===== src/rtl/pipe_pkg.sv =====
// Shared types and default widths for the elastic pipeline stage registers.
// The occupancy enum is shared by every stage buffer instance.
package pipe_pkg;

  typedef enum logic [1:0] {
    ST_EMPTY = 2'd0,
    ST_BUSY  = 2'd1,
    ST_FULL  = 2'd2
  } pipe_state_e;

  // EX/MEM sized defaults; other stages override at instantiation.
  localparam int PIPE_DATA_W = 96;
  localparam int PIPE_CTRL_W = 8;
  localparam int PIPE_CNT_W  = 32;

endpackage


===== src/rtl/pipe_sat_ctr.sv =====
// Saturating up-counter with enable; holds at all-ones once reached.
// Only the reset clears it.
module pipe_sat_ctr #(
  parameter int W = 32
) (
  input  logic         clk,
  input  logic         rst,
  input  logic         en,
  output logic [W-1:0] cnt
);

  localparam logic [W-1:0] ONE = W'(1);

  always_ff @(posedge clk or negedge rst) begin
    if (!rst)                  cnt <= '0;
    else if (en && cnt != '1)  cnt <= cnt + ONE;
  end

endmodule


===== src/rtl/pipe_stage_buf.sv =====
// Elastic pipeline register: valid/ready stage with a 2-entry skid buffer.
// Optional stall counter enabled by defining PIPE_STAGE_PERF_EN.
module pipe_stage_buf
  import pipe_pkg::*;
#(
  parameter int DATA_W = PIPE_DATA_W,
  parameter int CTRL_W = PIPE_CTRL_W,
  parameter int CNT_W  = PIPE_CNT_W
) (
  input  logic              clk,
  input  logic              rst,
  input  logic              flush,
  input  logic              in_valid,
  output logic              in_ready,
  input  logic [CTRL_W-1:0] in_ctrl,
  input  logic [DATA_W-1:0] in_data,
  output logic              out_valid,
  input  logic              out_ready,
  output logic [CTRL_W-1:0] out_ctrl,
  output logic [DATA_W-1:0] out_data
`ifdef PIPE_STAGE_PERF_EN
  ,
  output logic [CNT_W-1:0]  stall_cnt
`endif
);

  pipe_state_e       state_q, state_d;
  logic              in_ready_q;
  logic [CTRL_W-1:0] main_ctrl, skid_ctrl;
  logic [DATA_W-1:0] main_data, skid_data;
  logic              accept, consume;
  logic              load_main_in, load_main_skid, load_skid;

  assign accept  = in_valid && in_ready_q;
  assign consume = out_valid && out_ready;

  // State register; in_ready is a registered view of the next state.
  always_ff @(posedge clk or negedge rst) begin
    if (!rst) begin
      state_q    <= ST_EMPTY;
      in_ready_q <= 1'b0;
    end else begin
      state_q    <= state_d;
      in_ready_q <= (state_d != ST_FULL);
    end
  end

  // Next state and entry load strobes; flush overrides every transition.
  always_comb begin
    state_d        = state_q;
    load_main_in   = 1'b0;
    load_main_skid = 1'b0;
    load_skid      = 1'b0;
    if (flush) begin
      state_d = ST_EMPTY;
    end else begin
      case (state_q)
        ST_EMPTY: begin
          if (accept) begin
            load_main_in = 1'b1;
            state_d      = ST_BUSY;
          end
        end
        ST_BUSY: begin
          if (accept && consume) begin
            load_main_in = 1'b1;
          end else if (accept) begin
            load_skid = 1'b1;
            state_d   = ST_FULL;
          end else if (consume) begin
            state_d = ST_EMPTY;
          end
        end
        ST_FULL: begin
          if (consume) begin
            load_main_skid = 1'b1;
            state_d        = ST_BUSY;
          end
        end
        default: state_d = ST_EMPTY;
      endcase
    end
  end

  // Entry storage; contents are left untouched on flush so out_data holds.
  always_ff @(posedge clk or negedge rst) begin
    if (!rst) begin
      main_ctrl <= '0;
      main_data <= '0;
      skid_ctrl <= '0;
      skid_data <= '0;
    end else begin
      if (load_main_in) begin
        main_ctrl <= in_ctrl;
        main_data <= in_data;
      end else if (load_main_skid) begin
        main_ctrl <= skid_ctrl;
        main_data <= skid_data;
      end
      if (load_skid) begin
        skid_ctrl <= in_ctrl;
        skid_data <= in_data;
      end
    end
  end

  // Bubbles carry zero control bits regardless of stale main contents.
  always_comb begin
    in_ready  = in_ready_q;
    out_valid = (state_q != ST_EMPTY);
    out_ctrl  = out_valid ? main_ctrl : '0;
    out_data  = main_data;
  end

`ifdef PIPE_STAGE_PERF_EN
  pipe_sat_ctr #(.W(CNT_W)) u_stall_ctr (
    .clk (clk),
    .rst (rst),
    .en  (out_valid && !out_ready),
    .cnt (stall_cnt)
  );
`endif

endmodule


===== config.mk =====
export PLATFORM = sky130hd
export DESIGN_NAME = pipe_stage_buf
export DESIGN_NICKNAME = d
export VERILOG_FILES = /design/src/rtl/pipe_pkg.sv /design/src/rtl/pipe_sat_ctr.sv /design/src/rtl/pipe_stage_buf.sv
export SDC_FILE = /design/constraint.sdc
export NUM_CORES = 1
export LEC_CHECK = 0
export ABC_AREA = 1
export CAP_MARGIN = 20
export CORE_ASPECT_RATIO = 0.8
export CORE_MARGIN = 5
export CORE_UTILIZATION = 40
export CTS_CLUSTER_DIAMETER = 30
export DETAILED_ROUTE_END_ITERATION = 8
export GPL_TIMING_DRIVEN = 0
export PLACE_DENSITY = 0.65
export RECOVER_POWER = 50
export SETUP_SLACK_MARGIN = 0.15
export SLEW_MARGIN = 0
export SYNTH_ARGS = -nofsm -noshare
export SYNTH_HDL_FRONTEND = slang
export SYNTH_SLANG_ARGS = --single-unit

===== constraint.sdc =====
create_clock -name clk -period 1.9 [get_ports clk]
set_input_delay 0.19 -clock clk [delete_from_list [all_inputs] [get_ports clk]]
set_output_delay 0.19 -clock clk [all_outputs]
set_load 0.05 [all_outputs]

After elaboration in Yosys (flattened, before gate mapping)
Index checks and enable logic that the tools add are counted.
W data, S select, Z words.
{"block": "classes", "eq_ne": 3, "mux": 22, "reduce_logical": 6}
{"op": "$mux W96", "n": 2}
{"op": "$mux W8", "n": 3}
{"op": "$mux W2", "n": 6}
{"op": "$mux W1", "n": 9}
{"op": "$pmux W2 S3", "n": 1}
{"op": "$reduce_bool A2 Y1", "n": 2}
{"op": "$logic_and A1 B1 Y1", "n": 3}
{"op": "$eq A2 B1 Y1 const B", "n": 1}
{"op": "$eq A2 B2 Y1 const B", "n": 1}
{"op": "$logic_not A2 Y1", "n": 1}
{"op": "$ne A2 B2 Y1 const B", "n": 1}
{"op": "$pmux W1 S2", "n": 1}
{"block": "totals", "ff_bits": 211, "in_bits": 109, "out_inout_bits": 106}

Longest topological paths before layout
Gate-level depths: netlist (run 1).
{"block": "logic_depth", "ltp_word": 8, "ltp_mapped": 9, "ltp_nobuf": 7}

Worst setup path before layout (run 1)
Ideal clock, no wire load.
{"block": "synth_timing", "kind": "reg2reg", "from": "register in_ready_q, in the netlist in_ready", "to": "register skid_data[89]", "t_arrival_ps": 1592, "required_ps": 1770, "slack_ps": 178, "stages_incl_launch_ff": 9, "path_buffers": 3, "cell_sequence": "dfrtp_1 > nand2_1 > inv_2 > nand4_1 > buf_2 > buf_2 > buf_2 > nand2_1 > o21ai_0"}
{"block": "synth_via", "elab_chain_cells": 5, "word_cells_on_any_way": 6, "cone_classes": "4 x mux; 2 x reduce/logical"}
{"element": "start, declared", "line_no": "pipe_stage_buf.sv:28", "text": "logic in_ready_q;"}
{"element": "start signal, assigned", "line_no": "pipe_stage_buf.sv:44", "text": "in_ready_q <= (state_d != ST_FULL);"}
{"element": "$logic_and A1 B1 Y1 *", "line_no": "pipe_stage_buf.sv:34", "text": "assign accept = in_valid && in_ready_q;"}
{"element": "$mux W1 or $logic_and A1 B1 Y1 (tied branches)", "line_no": "pipe_stage_buf.sv:67, pipe_stage_buf.sv:65"}
{"element": "$mux W1 *", "line_no": "pipe_stage_buf.sv:65", "text": "if (accept && consume) begin"}
{"element": "$mux W1 *", "line_no": "pipe_stage_buf.sv:57", "text": "case (state_q)"}
{"element": "$mux W1 *", "line_no": "pipe_stage_buf.sv:54", "text": "if (flush) begin"}
{"element": "end signal, assigned", "line_no": "pipe_stage_buf.sv:102", "text": "skid_data <= in_data;"}
{"element": "end, declared", "line_no": "pipe_stage_buf.sv:30", "text": "logic [DATA_W-1:0] main_data, skid_data;"}
Mark *: on every way between the ends. The rest lies on a longest branch, timed or not.
A chain may end at the register's enable or synchronous reset.

Worst setup path in the final report (run 1)
{"block": "layout_timing", "from": "register state_q[1]", "to": "output port out_ctrl[4]"}
{"block": "layout_via", "elab_chain_cells": 2}
{"element": "start, declared", "line_no": "pipe_stage_buf.sv:27", "text": "pipe_state_e state_q, state_d;"}
{"element": "start signal, assigned", "line_no": "pipe_stage_buf.sv:43", "text": "state_q <= state_d;"}
{"element": "$reduce_bool A2 Y1", "line_no": "pipe_stage_buf.sv:110", "text": "out_valid = (state_q != ST_EMPTY);"}
{"element": "$mux W8", "line_no": "pipe_stage_buf.sv:111", "text": "out_ctrl = out_valid ? main_ctrl : '0;"}
{"element": "end, declared", "line_no": "pipe_stage_buf.sv:19", "text": "output logic [CTRL_W-1:0] out_ctrl,"}
No other way between the ends.

==> results.ini, run 1 <==
[placement]
dp_hpwl_um=20520
postPlaceCellArea_um2=12440
dp_cells=1809
place.gp.congestion=0.7996
portBuffers=214
pre_cts_ws_ps=-461.5

[routing]
vias_per_cell=4.886
first_pass_iters=5
num_vias=9317
ant_nets=0
drc_errors=0
drtIter0Drc=592
drt-wirelength-per-cell_um=16.28
finalWirelength_um=31040

[synth]
ys_types=17
syn-cell-area_um2=9866
synthesis.nets=1385
ys_ff_latch=211
syn_area_per_cell_um2=7.732
yosys_warnings=0
synth_seq_area_share_pct=53.52
synth_cells=1276

[power]
seq_power_share_pct=31.5
internal-power_mw=13.03
p_clk_share_pct=41.8
pwr-share-comb_pct=26.7
p_leak_nw=7.804
switching_share_pct=34.57
p_switching_mw=6.887
max-vdd-ir-drop_mv=0.6075
cellPowerDensity_nw_per_um2=1404

[timing]
rsz0062_at_grt=true
timing.final.max_slew_violations=0
hold_viol=0
layout_min_cycle_time_ps=1736
worst_slew_pin_slew_ps=762.3
fmax_mhz=575.9
fin_ws_ps=163.6
hold_ws_ps=250.6
setup_viol=0
fin_skew_ps=28.67
slew_headroom_pct=49.18
period_share_pct=91.39

[worst_setup_path]
critPathRequiredTime_ps=1710
cp_data_arrival_time_ps=1550
end_kind=output pin
regToRegSetupSlack_ps=160
cp_max_fo=5
worstSetupPathType=reg2out
r2r_end=out_data[68]
reg2reg_depth=9
rr_startpoint=state_q[0]
start_kind=flop

[clocking]
htreeDepth=2
cts_buffers=47
root_buffer=clkbuf_16
clk_latency_ps=530
clkTransAtPathRegs_ps=50
cts.path.max_buffers=3
cts_tree=done
clock-sinks=211

[floorplan]
fp-row-count=51
core_um2=24310
fp.dieW_um=185.6
die_area_um2=27930
initial_utilization_pct=40.58
ios=215
die_y_um=150.5

[grt]
grt_first_pass_wirelength_um=50190
overflow=0
grt_start_max_net_pins=116
grt_usage_pct=22.26
grt_pass1_vias=9563
antenna_found_initial=1

[layout]
design_area_um2=14180
layout-drive-gt1-share_pct=11.40
area_growth_pct=43.75
final_cells=1907
fin_nets=1659

[run]
maxCapViolCount=0

[worst_hold_path]
hp-class=in2reg
min-delay-start=in_data[59]
holdPathEnd=skid_data[59]
hold_path_depth=3

[outcome]
status=completed

[worst max-delay path, cell delays in order, from the launching register on]
cell     delay [ps]
dfrtp_2         440
buf_4           160
nor2_4          150
nor2_1           70
buf_2           210
[cell usage in the layout, fill, tap and decap left out, types with 2 or more instances in the layout]
master,Yosys,final
nand2_1,417,417
inv_1,219,219
dfrtp_1,211,209
nand3_1,109,109
clkdlybuf4s50_1,0,107
nand4_1,105,105
o21ai_0,102,102
dlygate4sd2_1,0,97
clkbuf_16,0,49
clkbuf_2,0,32
clkbuf_1,49,24
buf_4,1,23
buf_2,30,14
clkinv_2,0,11
clkbuf_4,0,10
nor2_1,11,9
clkbuf_8,0,8
buf_6,0,6
clkinvlp_4,0,6
bufinv_16,0,6
inv_2,4,4
o21ai_1,4,4
nor2_4,0,3
buf_1,9,3
nand2_4,0,2
dfrtp_2,0,2
[metal layers]
layer | vias up | part of all wire [%] | GRT usage [%] | wire, um
met3 | 38 | 6.1 | 4.179 | 1908
met4 | 0 | 1.4 | 6.118 | 420
met1 | 4404 | 46 | 31.66 | 14310
met2 | 296 | 46 | 35.17 | 14400
li1 | 4579 | - | - | -
met5 | - | 0 | 0 | 0
[cell type report]
class	count	area, um2
fillers	2205	10130
flip-flops and latches	211	5283
multi-input cells	754	3417
repair buffers	224	2097
clock buffers	63	1359
inverters	223	837.1
plain buffers	89	500.5
well taps	318	397.9
clock inverters	24	289.0
diodes	1	2.502
[power groups by stage]
stage / combinational, mW / sequential, mW / clock (mW)
after floorplan: 1.76 / 8.13 / 0
after global routing: 5.79 / 6.43 / 8.69
after detailed placement: 5.65 / 6.34 / 0
after CTS: 5.33 / 6.29 / 8.43
final: 5.31 / 6.28 / 8.33
after global placement: 5.57 / 6.33 / 0
[Yosys cell counts]
cell type  count  area share (%)
nand2_1      417              16
inv_1        219             8.3
dfrtp_1      211              54
nand3_1      109             5.5
nand4_1      105             6.7
o21ai_0      102             5.2
clkbuf_1      49             1.9
buf_2         30             1.5
nor2_1        11            0.42
buf_1          9            0.34
inv_2          4            0.15
o21ai_1        4            0.20
nand2_2        2            0.13
a21oi_1        1           0.051
buf_4          1           0.076
nand3_2        1            0.10
nor2_2         1           0.063
[flip-flops by register name, indices dropped and copies added, names as in the netlist]
name	flops
in_ready	1
main_ctrl	8
out_data	96
skid_ctrl	8
skid_data	96
state_q	2
[cells by family (layout without fill, tap and decap cells)]
family / after synthesis / in the layout / share of synthesized area [%]
buffers and inverters: 312 / 623 / 12.29
AOI/OAI and AO/OA: 107 / 107 / 5.428
DFF: 211 / 211 / 53.52
and+or+nand+nor: 646 / 647 / 28.76
other: 0 / 1 / 0
[worst max-delay path by stage]
stage                    start            end  depth (start not counted)
floorplan             in_ready  skid_data[89]                          8
global placement           rst   out_data[62]                          1
detailed placement   out_ready   out_data[70]                          9
CTS                 state_q[0]    out_ctrl[4]                          3
global route        state_q[0]   out_data[59]                          9
finish              state_q[1]    out_ctrl[4]                          4
[through the flow]
stage	util (%)	TNS, ps	power (mW)
after floorplan	-	0	9.893
after global routing	58.33	0	20.91
final	58.33	0	19.92
after CTS	57.87	0	20.05
after global placement	51.03	-1874310	11.90
after detailed placement	51.16	-51540	11.98
[timing repair]
action	CTS	global route
pin swaps	2	3
buffers inserted	4	4
gates cloned	1	0
gates resized for setup	183	67
endpoints found under the hold margin	96	0
setup endpoints to repair	268	180
hold buffers	1	0
Note: power is estimated with default switching activity, not from simulation.
==> run 2, diff against run 1 <==
--- a/config.mk
+++ b/config.mk
@@ -15,7 +15,7 @@
 export GPL_TIMING_DRIVEN = 0
 export PLACE_DENSITY = 0.65
 export RECOVER_POWER = 50
-export SETUP_SLACK_MARGIN = 0.15
+export SETUP_SLACK_MARGIN = 0.4
 export SLEW_MARGIN = 0
 export SYNTH_ARGS = -nofsm -noshare
 export SYNTH_HDL_FRONTEND = slang
==> results.ini, run 2 (synthesized netlist as in run 1, its figures left out) <==
[routing]
num_vias=9589
drt-met1-wl_um=14520
drt-wirelength-per-cell_um=16.98
drc_errors=0
first_pass_iters=5
vias_per_cell=5.018
wl_met2_um=15080
drtIter0Drc=747
ant_nets=0
finalWirelength_um=32450
wl_met3_um=2104
top_layer_used=met4

[clocking]
root_buffer=clkbuf_16
cts_buffers=42
clock-sinks=211
cts.path.max_buffers=3
clkTransAtPathRegs_ps=50
htreeDepth=2
cts_tree=done
clk_latency_ps=510

[timing]
fmax_mhz=593.4
slew_headroom_pct=54.13
fin_skew_ps=14.49
timing.final.max_slew_violations=0
worst_slew_pin_slew_ps=691.1
fin_ws_ps=214.9
hold_viol=0
setup_viol=0
tns_ps=0
layout_min_cycle_time_ps=1685
period_share_pct=88.69
rsz0062_at_grt=true

[run]
maxCapViolCount=0

[floorplan]
core_um2=24310
ios=215
initial_utilization_pct=40.58
die_y_um=150.5
fp-row-count=51
fp.dieW_um=185.6
die_area_um2=27930

[grt]
antenna_found_initial=2
grt_usage_pct=22.08
grt_pass1_vias=9510
grt_start_max_net_pins=117
overflow=0
grt_first_pass_wirelength_um=49940

[layout]
final_cells=1911
area_growth_pct=46.29
seq_area_um2=5284
multi_input_area_um2=3682
fill_cells=2222
fin_nets=1671
final_cell_mix=nand2_1 (380), inv_1 (219), dfrtp_1 (208)
design_area_um2=14430
layout-drive-gt1-share_pct=18.10
mostFrequentLayoutCell=nand2_1

[worst_setup_path]
critPathRequiredTime_ps=1710
start_kind=flop
cp_max_fo=4
r2r_end=out_data[77]
worstSetupPathType=reg2out
regToRegSetupSlack_ps=220
end_kind=output pin
cp_data_arrival_time_ps=1500
rr_startpoint=state_q[1]
reg2reg_depth=10

[outcome]
status=completed

[power]
p_leak_nw=7.608
max-vdd-ir-drop_mv=0.9051
cellPowerDensity_nw_per_um2=1329

[placement]
postPlaceCellArea_um2=12450
dp_cells=1809
portBuffers=214
pre_cts_ws_ps=-461.9
place.gp.congestion=0.8158
dp_hpwl_um=20850

[worst_hold_path]
hp-class=in2async

run 2: changes by cell type in the layout (fill, tap and decap cells not counted), moves of 32 or more:
cell	delta
clkbuf_1	+70
o21ai_0	-87
o21ai_2	+32
nand2_1	-37
o21ai_1	+55
dlygate4sd2_1	-97
run 2: critical path, cell delays in order (launching register included):
cell	delay, ps
dfrtp_2	430
buf_6	140
nor2_4	170
nor2_1	80
buf_6	160
run 2: power breakdown:
part	internal, mW	total [mW]	switching (mW)	leakage [nW]
sequential	5.67	6.37	0.700	2.68
combinational	1.54	5.38	3.84	4.22
clock	5.10	7.44	2.34	0.706
total	12.3	19.2	6.88	7.61
run 2: worst max-delay path by stage:
stage,cells after the start,from,to
3_3_place_gp,1,rst,in_ready
5_1_grt,10,state_q[1],out_data[74]
2_1_floorplan,9,in_ready,out_data[13]
6_report,4,state_q[1],out_ctrl[6]
3_5_place_dp,8,flush,out_data[72]
4_1_cts,3,state_q[0],out_ctrl[5]
run 2: metal layers:
metal	vias up	global-route usage (%)
met3	56	4.155
met2	329	33.61
li1	4617	-
met5	-	0
met4	0	7.101
met1	4587	32.08
run 2: layout make-up:
| cell class | instances | share of cell area (%) |
|---|---|---|
| well taps | 318 | 2.757 |
| multi-input cells | 754 | 25.51 |
| plain buffers | 89 | 5.574 |
| diodes | 2 | 0.03468 |
| flip-flops and latches | 211 | 36.61 |
| clock inverters | 15 | 1.266 |
| repair buffers | 241 | 13.70 |
| inverters | 223 | 5.852 |
| clock buffers | 58 | 8.695 |
run 2: stage by stage:
| stage | utilization (%) | total power [mW] | hold slack [ps] |
|---|---|---|---|
| final | 59.36 | 19.19 | 178.9 |
| after global routing | 59.36 | 20.14 | 236.4 |
| after CTS | 58.14 | 19.24 | 251.7 |
| after detailed placement | 51.22 | 11.98 | 263.0 |
| after global placement | 51.09 | 11.88 | 464.5 |
| after floorplan | - | 9.895 | -105.6 |
run 2: timing repair:
action	in CTS	in global routing
hold buffers	1	0
cloned	1	9
hold endpoints to repair	95	0
setup endpoints to repair	317	404
gates resized for setup	275	480
buffers inserted	7	9
pin swaps	5	3
